--- src/rtl/axis_block_pkg.sv ---
// Shared definitions for the AXI4-Stream block engine: FSM state encoding
// and constant-width helpers used for pointer and length sizing.
package axis_block_pkg;

  typedef enum logic [2:0] {
    IDLE  = 3'd0,
    RECV  = 3'd1,
    DRAIN = 3'd2,
    START = 3'd3,
    PROC  = 3'd4,
    SEND  = 3'd5
  } state_e;

  // Ceiling log2; clog2(1) = 0.
  function automatic int unsigned clog2(input int unsigned value);
    int unsigned res;
    int unsigned rem;
    res = 0;
    rem = (value > 0) ? value - 1 : 0;
    while (rem != 0) begin
      res = res + 1;
      rem = rem >> 1;
    end
    return res;
  endfunction

  // Index width for an array of 'depth' entries, never narrower than 1 bit.
  function automatic int unsigned ptr_width(input int unsigned depth);
    return (depth > 1) ? clog2(depth) : 1;
  endfunction

endpackage

--- src/rtl/axis_block_out_sender.sv ---
// Output side of the block engine: captures OUT_WORDS result words on load_i
// and streams them out one per accepted beat, TLAST on the final word.
// Ports:
//   clk_i, rst_i      clock, asynchronous active-high reset
//   load_i            capture data_i and begin streaming (next cycle TVALID=1)
//   data_i            OUT_WORDS result words, word i at [i*DW +: DW]
//   tready_i          downstream ready
//   tdata_o/tlast_o/tvalid_o  registered stream outputs
//   pkt_count_o       completed output packets, wraps
module axis_block_out_sender
  import axis_block_pkg::*;
#(
  parameter int unsigned DATA_WIDTH = 32,
  parameter int unsigned OUT_WORDS  = 8,
  parameter int unsigned CNT_WIDTH  = 16
) (
  input  logic                            clk_i,
  input  logic                            rst_i,
  input  logic                            load_i,
  input  logic [OUT_WORDS*DATA_WIDTH-1:0] data_i,
  input  logic                            tready_i,
  output logic [DATA_WIDTH-1:0]           tdata_o,
  output logic                            tlast_o,
  output logic                            tvalid_o,
  output logic [CNT_WIDTH-1:0]            pkt_count_o
);

  localparam int unsigned   RD_W    = ptr_width(OUT_WORDS);
  localparam logic [RD_W-1:0] RD_LAST = RD_W'(OUT_WORDS - 1);

  logic [DATA_WIDTH-1:0] buf_q [OUT_WORDS];
  logic [RD_W-1:0]       rd_ptr_q;
  logic [RD_W-1:0]       rd_ptr_d;
  logic [DATA_WIDTH-1:0] tdata_q;
  logic                  tlast_q;
  logic                  tvalid_q;
  logic [CNT_WIDTH-1:0]  cnt_q;
  logic                  beat_c;

  assign beat_c   = tvalid_q & tready_i;
  assign rd_ptr_d = rd_ptr_q + RD_W'(1);

  // Output buffer and stream registers; TDATA/TLAST only move on an accepted beat.
  always_ff @(posedge clk_i or posedge rst_i) begin
    if (rst_i) begin
      for (int i = 0; i < OUT_WORDS; i++) buf_q[i] <= '0;
      rd_ptr_q <= '0;
      tdata_q  <= '0;
      tlast_q  <= 1'b0;
      tvalid_q <= 1'b0;
      cnt_q    <= '0;
    end else if (load_i) begin
      for (int i = 0; i < OUT_WORDS; i++) buf_q[i] <= data_i[i*DATA_WIDTH +: DATA_WIDTH];
      rd_ptr_q <= '0;
      tdata_q  <= data_i[DATA_WIDTH-1:0];
      tlast_q  <= (OUT_WORDS == 1);
      tvalid_q <= 1'b1;
    end else if (beat_c) begin
      if (rd_ptr_q == RD_LAST) begin
        tvalid_q <= 1'b0;
        tlast_q  <= 1'b0;
        cnt_q    <= cnt_q + CNT_WIDTH'(1);
      end else begin
        rd_ptr_q <= rd_ptr_d;
        tdata_q  <= buf_q[rd_ptr_d];
        tlast_q  <= (rd_ptr_d == RD_LAST);
      end
    end
  end

  assign tdata_o     = tdata_q;
  assign tlast_o     = tlast_q;
  assign tvalid_o    = tvalid_q;
  assign pkt_count_o = cnt_q;

endmodule

--- src/rtl/axis_block_processor.sv ---
// AXI4-Stream block engine: buffers one IN_WORDS packet, hands it in parallel
// to an external core via proc_start/proc_done, then streams OUT_WORDS results.
// Ports:
//   AXIS_ACLK, AXIS_ARESET        clock, asynchronous active-high reset
//   S_AXIS_*                      input stream (TSTRB ignored)
//   M_AXIS_*                      result stream (TSTRB all ones)
//   proc_start/proc_data_in/proc_len   request to core, data held until proc_done
//   proc_done/proc_data_out            core completion, result captured on done
//   err_short/err_long            one-cycle packet length error pulses
//   pkt_count                     completed output packets
module axis_block_processor
  import axis_block_pkg::*;
#(
  parameter int unsigned DATA_WIDTH = 32,
  parameter int unsigned IN_WORDS   = 8,
  parameter int unsigned OUT_WORDS  = 8,
  parameter int unsigned PAD_SHORT  = 1,
  parameter int unsigned CNT_WIDTH  = 16
) (
  input  logic                              AXIS_ACLK,
  input  logic                              AXIS_ARESET,
  input  logic [DATA_WIDTH-1:0]             S_AXIS_TDATA,
  input  logic [DATA_WIDTH/8-1:0]           S_AXIS_TSTRB,
  input  logic                              S_AXIS_TLAST,
  input  logic                              S_AXIS_TVALID,
  output logic                              S_AXIS_TREADY,
  output logic [DATA_WIDTH-1:0]             M_AXIS_TDATA,
  output logic [DATA_WIDTH/8-1:0]           M_AXIS_TSTRB,
  output logic                              M_AXIS_TLAST,
  output logic                              M_AXIS_TVALID,
  input  logic                              M_AXIS_TREADY,
  output logic                              proc_start,
  output logic [IN_WORDS*DATA_WIDTH-1:0]    proc_data_in,
  output logic [clog2(IN_WORDS+1)-1:0]      proc_len,
  input  logic                              proc_done,
  input  logic [OUT_WORDS*DATA_WIDTH-1:0]   proc_data_out,
  output logic                              err_short,
  output logic                              err_long,
  output logic [CNT_WIDTH-1:0]              pkt_count
);

  localparam int unsigned     PTR_W   = ptr_width(IN_WORDS);
  localparam int unsigned     LEN_W   = clog2(IN_WORDS + 1);
  localparam logic [PTR_W-1:0] WR_LAST = PTR_W'(IN_WORDS - 1);

  state_e                state_q;
  logic [DATA_WIDTH-1:0] in_buf_q [IN_WORDS];
  logic [PTR_W-1:0]      wr_ptr_q;
  logic [LEN_W-1:0]      len_q;
  logic                  s_tready_q;
  logic                  proc_start_q;
  logic                  err_short_q;
  logic                  err_long_q;
  logic                  s_beat_c;
  logic                  load_c;
  logic                  send_done_c;
  logic                  unused_tstrb_c;

  assign s_beat_c       = S_AXIS_TVALID & s_tready_q;
  assign load_c         = (state_q == PROC) & proc_done;
  assign send_done_c    = (state_q == SEND) & M_AXIS_TVALID & M_AXIS_TREADY & M_AXIS_TLAST;
  assign unused_tstrb_c = ^S_AXIS_TSTRB;

  // Control FSM, input buffer and error pulses. TREADY is registered, so it is
  // raised/lowered on the transition into/out of RECV and DRAIN.
  always_ff @(posedge AXIS_ACLK or posedge AXIS_ARESET) begin
    if (AXIS_ARESET) begin
      state_q      <= IDLE;
      for (int i = 0; i < IN_WORDS; i++) in_buf_q[i] <= '0;
      wr_ptr_q     <= '0;
      len_q        <= '0;
      s_tready_q   <= 1'b0;
      proc_start_q <= 1'b0;
      err_short_q  <= 1'b0;
      err_long_q   <= 1'b0;
    end else begin
      proc_start_q <= 1'b0;
      err_short_q  <= 1'b0;
      err_long_q   <= 1'b0;
      case (state_q)
        IDLE: begin
          state_q    <= RECV;
          s_tready_q <= 1'b1;
          wr_ptr_q   <= '0;
        end
        RECV: begin
          if (s_beat_c) begin
            in_buf_q[wr_ptr_q] <= S_AXIS_TDATA;
            if (wr_ptr_q == WR_LAST) begin
              len_q <= LEN_W'(IN_WORDS);
              if (S_AXIS_TLAST) begin
                state_q      <= START;
                s_tready_q   <= 1'b0;
                proc_start_q <= 1'b1;
              end else begin
                state_q    <= DRAIN;
                err_long_q <= 1'b1;
              end
            end else if (S_AXIS_TLAST) begin
              err_short_q <= 1'b1;
              if (PAD_SHORT != 0) begin
                // Stale words from an earlier packet must not reach the core.
                for (int i = 0; i < IN_WORDS; i++) begin
                  if (PTR_W'(i) > wr_ptr_q) in_buf_q[i] <= '0;
                end
                len_q        <= LEN_W'(wr_ptr_q) + LEN_W'(1);
                state_q      <= START;
                s_tready_q   <= 1'b0;
                proc_start_q <= 1'b1;
              end else begin
                for (int i = 0; i < IN_WORDS; i++) in_buf_q[i] <= '0;
                state_q    <= IDLE;
                s_tready_q <= 1'b0;
              end
            end else begin
              wr_ptr_q <= wr_ptr_q + PTR_W'(1);
            end
          end
        end
        DRAIN: begin
          // Over-long packet: swallow beats until TLAST, keep the first IN_WORDS.
          if (s_beat_c && S_AXIS_TLAST) begin
            state_q      <= START;
            s_tready_q   <= 1'b0;
            proc_start_q <= 1'b1;
          end
        end
        START: state_q <= PROC;
        PROC: begin
          if (proc_done) state_q <= SEND;
        end
        SEND: begin
          if (send_done_c) state_q <= IDLE;
        end
        default: begin
          state_q    <= IDLE;
          s_tready_q <= 1'b0;
        end
      endcase
    end
  end

  // Parallel view of the input buffer for the core.
  always_comb begin
    proc_data_in = '0;
    for (int i = 0; i < IN_WORDS; i++) proc_data_in[i*DATA_WIDTH +: DATA_WIDTH] = in_buf_q[i];
  end

  axis_block_out_sender #(
    .DATA_WIDTH (DATA_WIDTH),
    .OUT_WORDS  (OUT_WORDS),
    .CNT_WIDTH  (CNT_WIDTH)
  ) u_sender (
    .clk_i       (AXIS_ACLK),
    .rst_i       (AXIS_ARESET),
    .load_i      (load_c),
    .data_i      (proc_data_out),
    .tready_i    (M_AXIS_TREADY),
    .tdata_o     (M_AXIS_TDATA),
    .tlast_o     (M_AXIS_TLAST),
    .tvalid_o    (M_AXIS_TVALID),
    .pkt_count_o (pkt_count)
  );

  assign S_AXIS_TREADY = s_tready_q;
  assign M_AXIS_TSTRB  = '1;
  assign proc_start    = proc_start_q;
  assign proc_len      = len_q;
  assign err_short     = err_short_q;
  assign err_long      = err_long_q;

endmodule

--- config.mk ---
export PLATFORM = sky130hd
export DESIGN_NAME = axis_block_processor
export DESIGN_NICKNAME = d
export VERILOG_FILES = /design/src/rtl/axis_block_pkg.sv /design/src/rtl/axis_block_out_sender.sv /design/src/rtl/axis_block_processor.sv
export SDC_FILE = /design/constraint.sdc
export NUM_CORES = 2
export LEC_CHECK = 0
export BUFFER_PORTS_ARGS = -buffer_cell sky130_fd_sc_hd__buf_2
export CAP_MARGIN = 20
export CELL_PAD_IN_SITES_DETAIL_PLACEMENT = 0
export CELL_PAD_IN_SITES_GLOBAL_PLACEMENT = 1
export CORE_MARGIN = 2
export CORE_UTILIZATION = 44
export CTS_CLUSTER_SIZE = 10
export DETAILED_ROUTE_END_ITERATION = 7
export PLACE_DENSITY = 0.9
export SETUP_SLACK_MARGIN = 0.05
export SYNTH_ARGS = -nofsm -noshare
export SYNTH_HDL_FRONTEND = slang
export SYNTH_SLANG_ARGS = --single-unit
--- constraint.sdc ---
create_clock -name AXIS_ACLK -period 62.6 [get_ports AXIS_ACLK]
set_input_delay 18.78 -clock AXIS_ACLK [delete_from_list [all_inputs] [get_ports AXIS_ACLK]]
set_output_delay 18.78 -clock AXIS_ACLK [all_outputs]
set_load 0.02 [all_outputs]
==> flow_summary.toml <==
[status]
status = "complete, no violations"

[global_routing]
antenna_found_initial = 36
grt_usage = 0.261
grt_max_degree = 172
grt_pass1_wl_mm = 119
grt_pass1_vias = 20600
grt_overflow = 0

[final_layout]
regArea_mm2 = 0.0145
fillers = 5072
area_growth_pct = 21.0
post-route-util = 0.536
fin_nets = 3318
drive_gt1_frac = 0.263
design_area_mm2 = 0.0300
multi_input_area_mm2 = 0.00929

[clocking]
cts_hold_repair.buffers = 0
ctsResizeCount = 0
clock-root-buffer = "clkbuf_16"
cts_tree = "built"
cts_setup_buffers = 0
clk_latency_ns = 0.61
cts_buffers = 69
cts_sinks = 579
clk_pin_slew_ns = 0.05
clock_path_buffers = 3
ctsHtreeMaxLevel = 3

[logic_synthesis]
synthArstFlopShare = 1.00
seq_area_frac_synth = 0.584
ys_ff_latch = 579
syn_area_mm2 = 0.0248
syn_inst = 2500
ys.flop_type = "dfrtp_1"
synth_area_per_cell_um2 = 9.93
synth_edf_count = 0
synth.distinct_cells = 53
yosysWarnings = 0

[sta]
fin_crit_ns = 21.51
setup_violations = 0
max_freq_ghz = 0.0465
fin_skew_ns = 0.0223
holdWs_ns = 0.465
slew_violations = 0
rsz0062_at_grt = "no"
timing.final.crit_share = 0.344
hold_viol_final = 0
worstMarginPinSlew_ns = 1.13
timing.slew.headroom = 0.248
fin_tns_setup_ns = 0

[critical_path]
endpoint_kind = "flip-flop"
critPathMaxFanout = 104
crit_top_cell = "buf_4"
critPathKind = "in -> reg"
critPathRequiredTime_ns = 63.12
startpoint_type = "primary input"
worstPathArrival_ns = 22.03
cpMaxStageDelayCell = "buf_4"
cp_top_family = "buffers and inverters"
crit_chain = "buf_2 > and4bb_4 > buf_4 > buf_4 > buf_4 > nand2_1 > nand2_1"
path_buf_inv = 4
cp_slowest_stage_delay_ns = 0.90

[power_and_ir_drop]
power_mw = 1.58
switchingPower_uw = 603
sw_frac_of_total = 0.383
p_comb_frac = 0.374
internal_power_uw = 973
leakage_nw = 16.4
peakVddDrop_v = 0.0000293
p_per_area_mw_per_mm2 = 52.4
pwr-share-clk = 0.227
seqPwrFrac = 0.399

[route]
drt-vias-per-instance = 5.28
vias = 20100
ant_nets = 0
routedWlPerCell_um = 20.1
drc = 0
wl_mm = 76.5
drt_iter0_markers = 1488
dr.pass1.iters = 5

[die]
die_w_um = 242
rows = 87
die_h_um = 242
start_util = 0.443
die_area_mm2 = 0.0583
coreArea_mm2 = 0.0561
ioPinCount = 616

[run]
cap_violations = 0

[placed_design]
dp_hpwl_mm = 52.2
gp_congestion = 0.863
port_buffers = 607
place_area_mm2 = 0.0280

[min_path]
hp-class = "reg -> reg"
-- through the flow --
stage | cells | setup WS (ns)
detailed placement | 3696 | 40.51
CTS | 3783 | 41.15
finish | 3812 | 41.09
global route | 3801 | 40.86
global placement | 3696 | 40.56
floorplan | 2503 | 27.62
-- per-layer routing --
| metal | share of wire | track usage | vias up |
|---|---|---|---|
| met5 | 0.0022 | 0 | - |
| met4 | 0.045 | 0.133 | 26 |
| met3 | 0.092 | 0.0716 | 193 |
| met2 | 0.48 | 0.425 | 875 |
| met1 | 0.38 | 0.321 | 9902 |
| li1 | - | - | 9137 |
-- layout make-up --
type	count	area share
clock buffers	78	0.0593
clock inverters	9	0.00471
flip-flops and latches	579	0.483
well taps	756	0.0315
diodes	27	0.00225
inverters	7	0.00112
multi-input cells	1722	0.309
repair buffers	634	0.109
-- final timing paths --
| path | startpoint | to | depth (start not counted) | slack, ns |
|---|---|---|---|---|
| max | proc_done | u_sender.buf_q[67] | 7 | 41.09 |
| min | u_sender.buf_q[77] | u_sender.buf_q[77] | 2 | 0.47 |
| max reg2reg | state_q[0] | u_sender.buf_q[67] | 6 | 58.70 |
| min reg2reg | u_sender.buf_q[77] | u_sender.buf_q[77] | 2 | 0.47 |
| max in group asynchronous | AXIS_ARESET | u_sender.buf_q[138] | 5 | 41.94 |
| min in group asynchronous | AXIS_ARESET | u_sender.pkt_count_o[10] | 2 | 18.35 |
-- state kept, by name (all words and copies together) (netlist names) --
register and cells:
S_AXIS_TREADY 1, err_long 1, err_short 1, proc_data_in 256
proc_len 4, proc_start 1, state_q 3, u_sender.buf_q 256
u_sender.pkt_count_o 16, u_sender.rd_ptr_q 3, u_sender.tdata_o 32, u_sender.tlast_o 1
u_sender.tvalid_o 1, wr_ptr_q 3
-- cell usage in the layout, fill, tap and decap left out, drive strengths merged, types with 5 or more instances in the layout --
cell and instances:
nand2 1138, buf 634, dfrtp 579, a21oi 133
mux2i 105, nor2 80, clkbuf 78, mux4 58
a22o 38, o21ai 36, o211ai 30, diode 27
xnor2 15, nand3 14, inv 11, nand4 9
ha 7, and3 6, nor2b 5, and4 5
-- power by group through the flow --
stage,Combinational (mW),Sequential [mW],Clock [mW]
after global placement,0.573,0.621,0
after floorplan,0.321,0.700,0
after CTS,0.591,0.626,0.366
after global routing,0.641,0.647,0.380
final,0.589,0.628,0.358
after detailed placement,0.588,0.631,0
-- logic make-up after synthesis --
group	count (synthesis)	synth area share
DFF	579	0.584
xor gates and xnor gates	17	0.00600
and+or+nand+nor	1279	0.205
other	1	0.000151
muxes	166	0.0963
adders and majority gates	7	0.00353
buffers and inverters	202	0.0442
AOI/OAI and AO/OA	249	0.0612
-- worst register-to-register path, stage by stage (launching register included) --
cell,delay [ns]
dfrtp_1,0.54
and4bb_4,0.42
buf_4,0.69
buf_4,0.79
buf_4,0.92
nand2_1,0.35
nand2_1,0.13
-- Yosys cell counts, types with 4 or more instances --
master    instances  share of area
a22oi_1           4         0.0012
a21oi_1         131          0.026
inv_1             6        0.00091
nand2b_1          4         0.0010
o21ai_0          36         0.0073
and3_1            6         0.0015
mux2i_1         105          0.042
buf_4            43          0.013
o211ai_1         30         0.0091
xnor2_1          15         0.0053
nor2_1           78          0.012
nand3_1          13         0.0026
ha_1              7         0.0035
mux4_2           58          0.053
and4_1            5         0.0018
nor2b_1           5         0.0013
clkbuf_1         59         0.0089
dfrtp_1         579           0.58
buf_6            11         0.0050
a22o_1           38          0.013
buf_1             6        0.00091
nand2_1        1137           0.17
nand4_1           8         0.0020
buf_2            76          0.015
No activity file was read; power rests on OpenSTA's default activity.
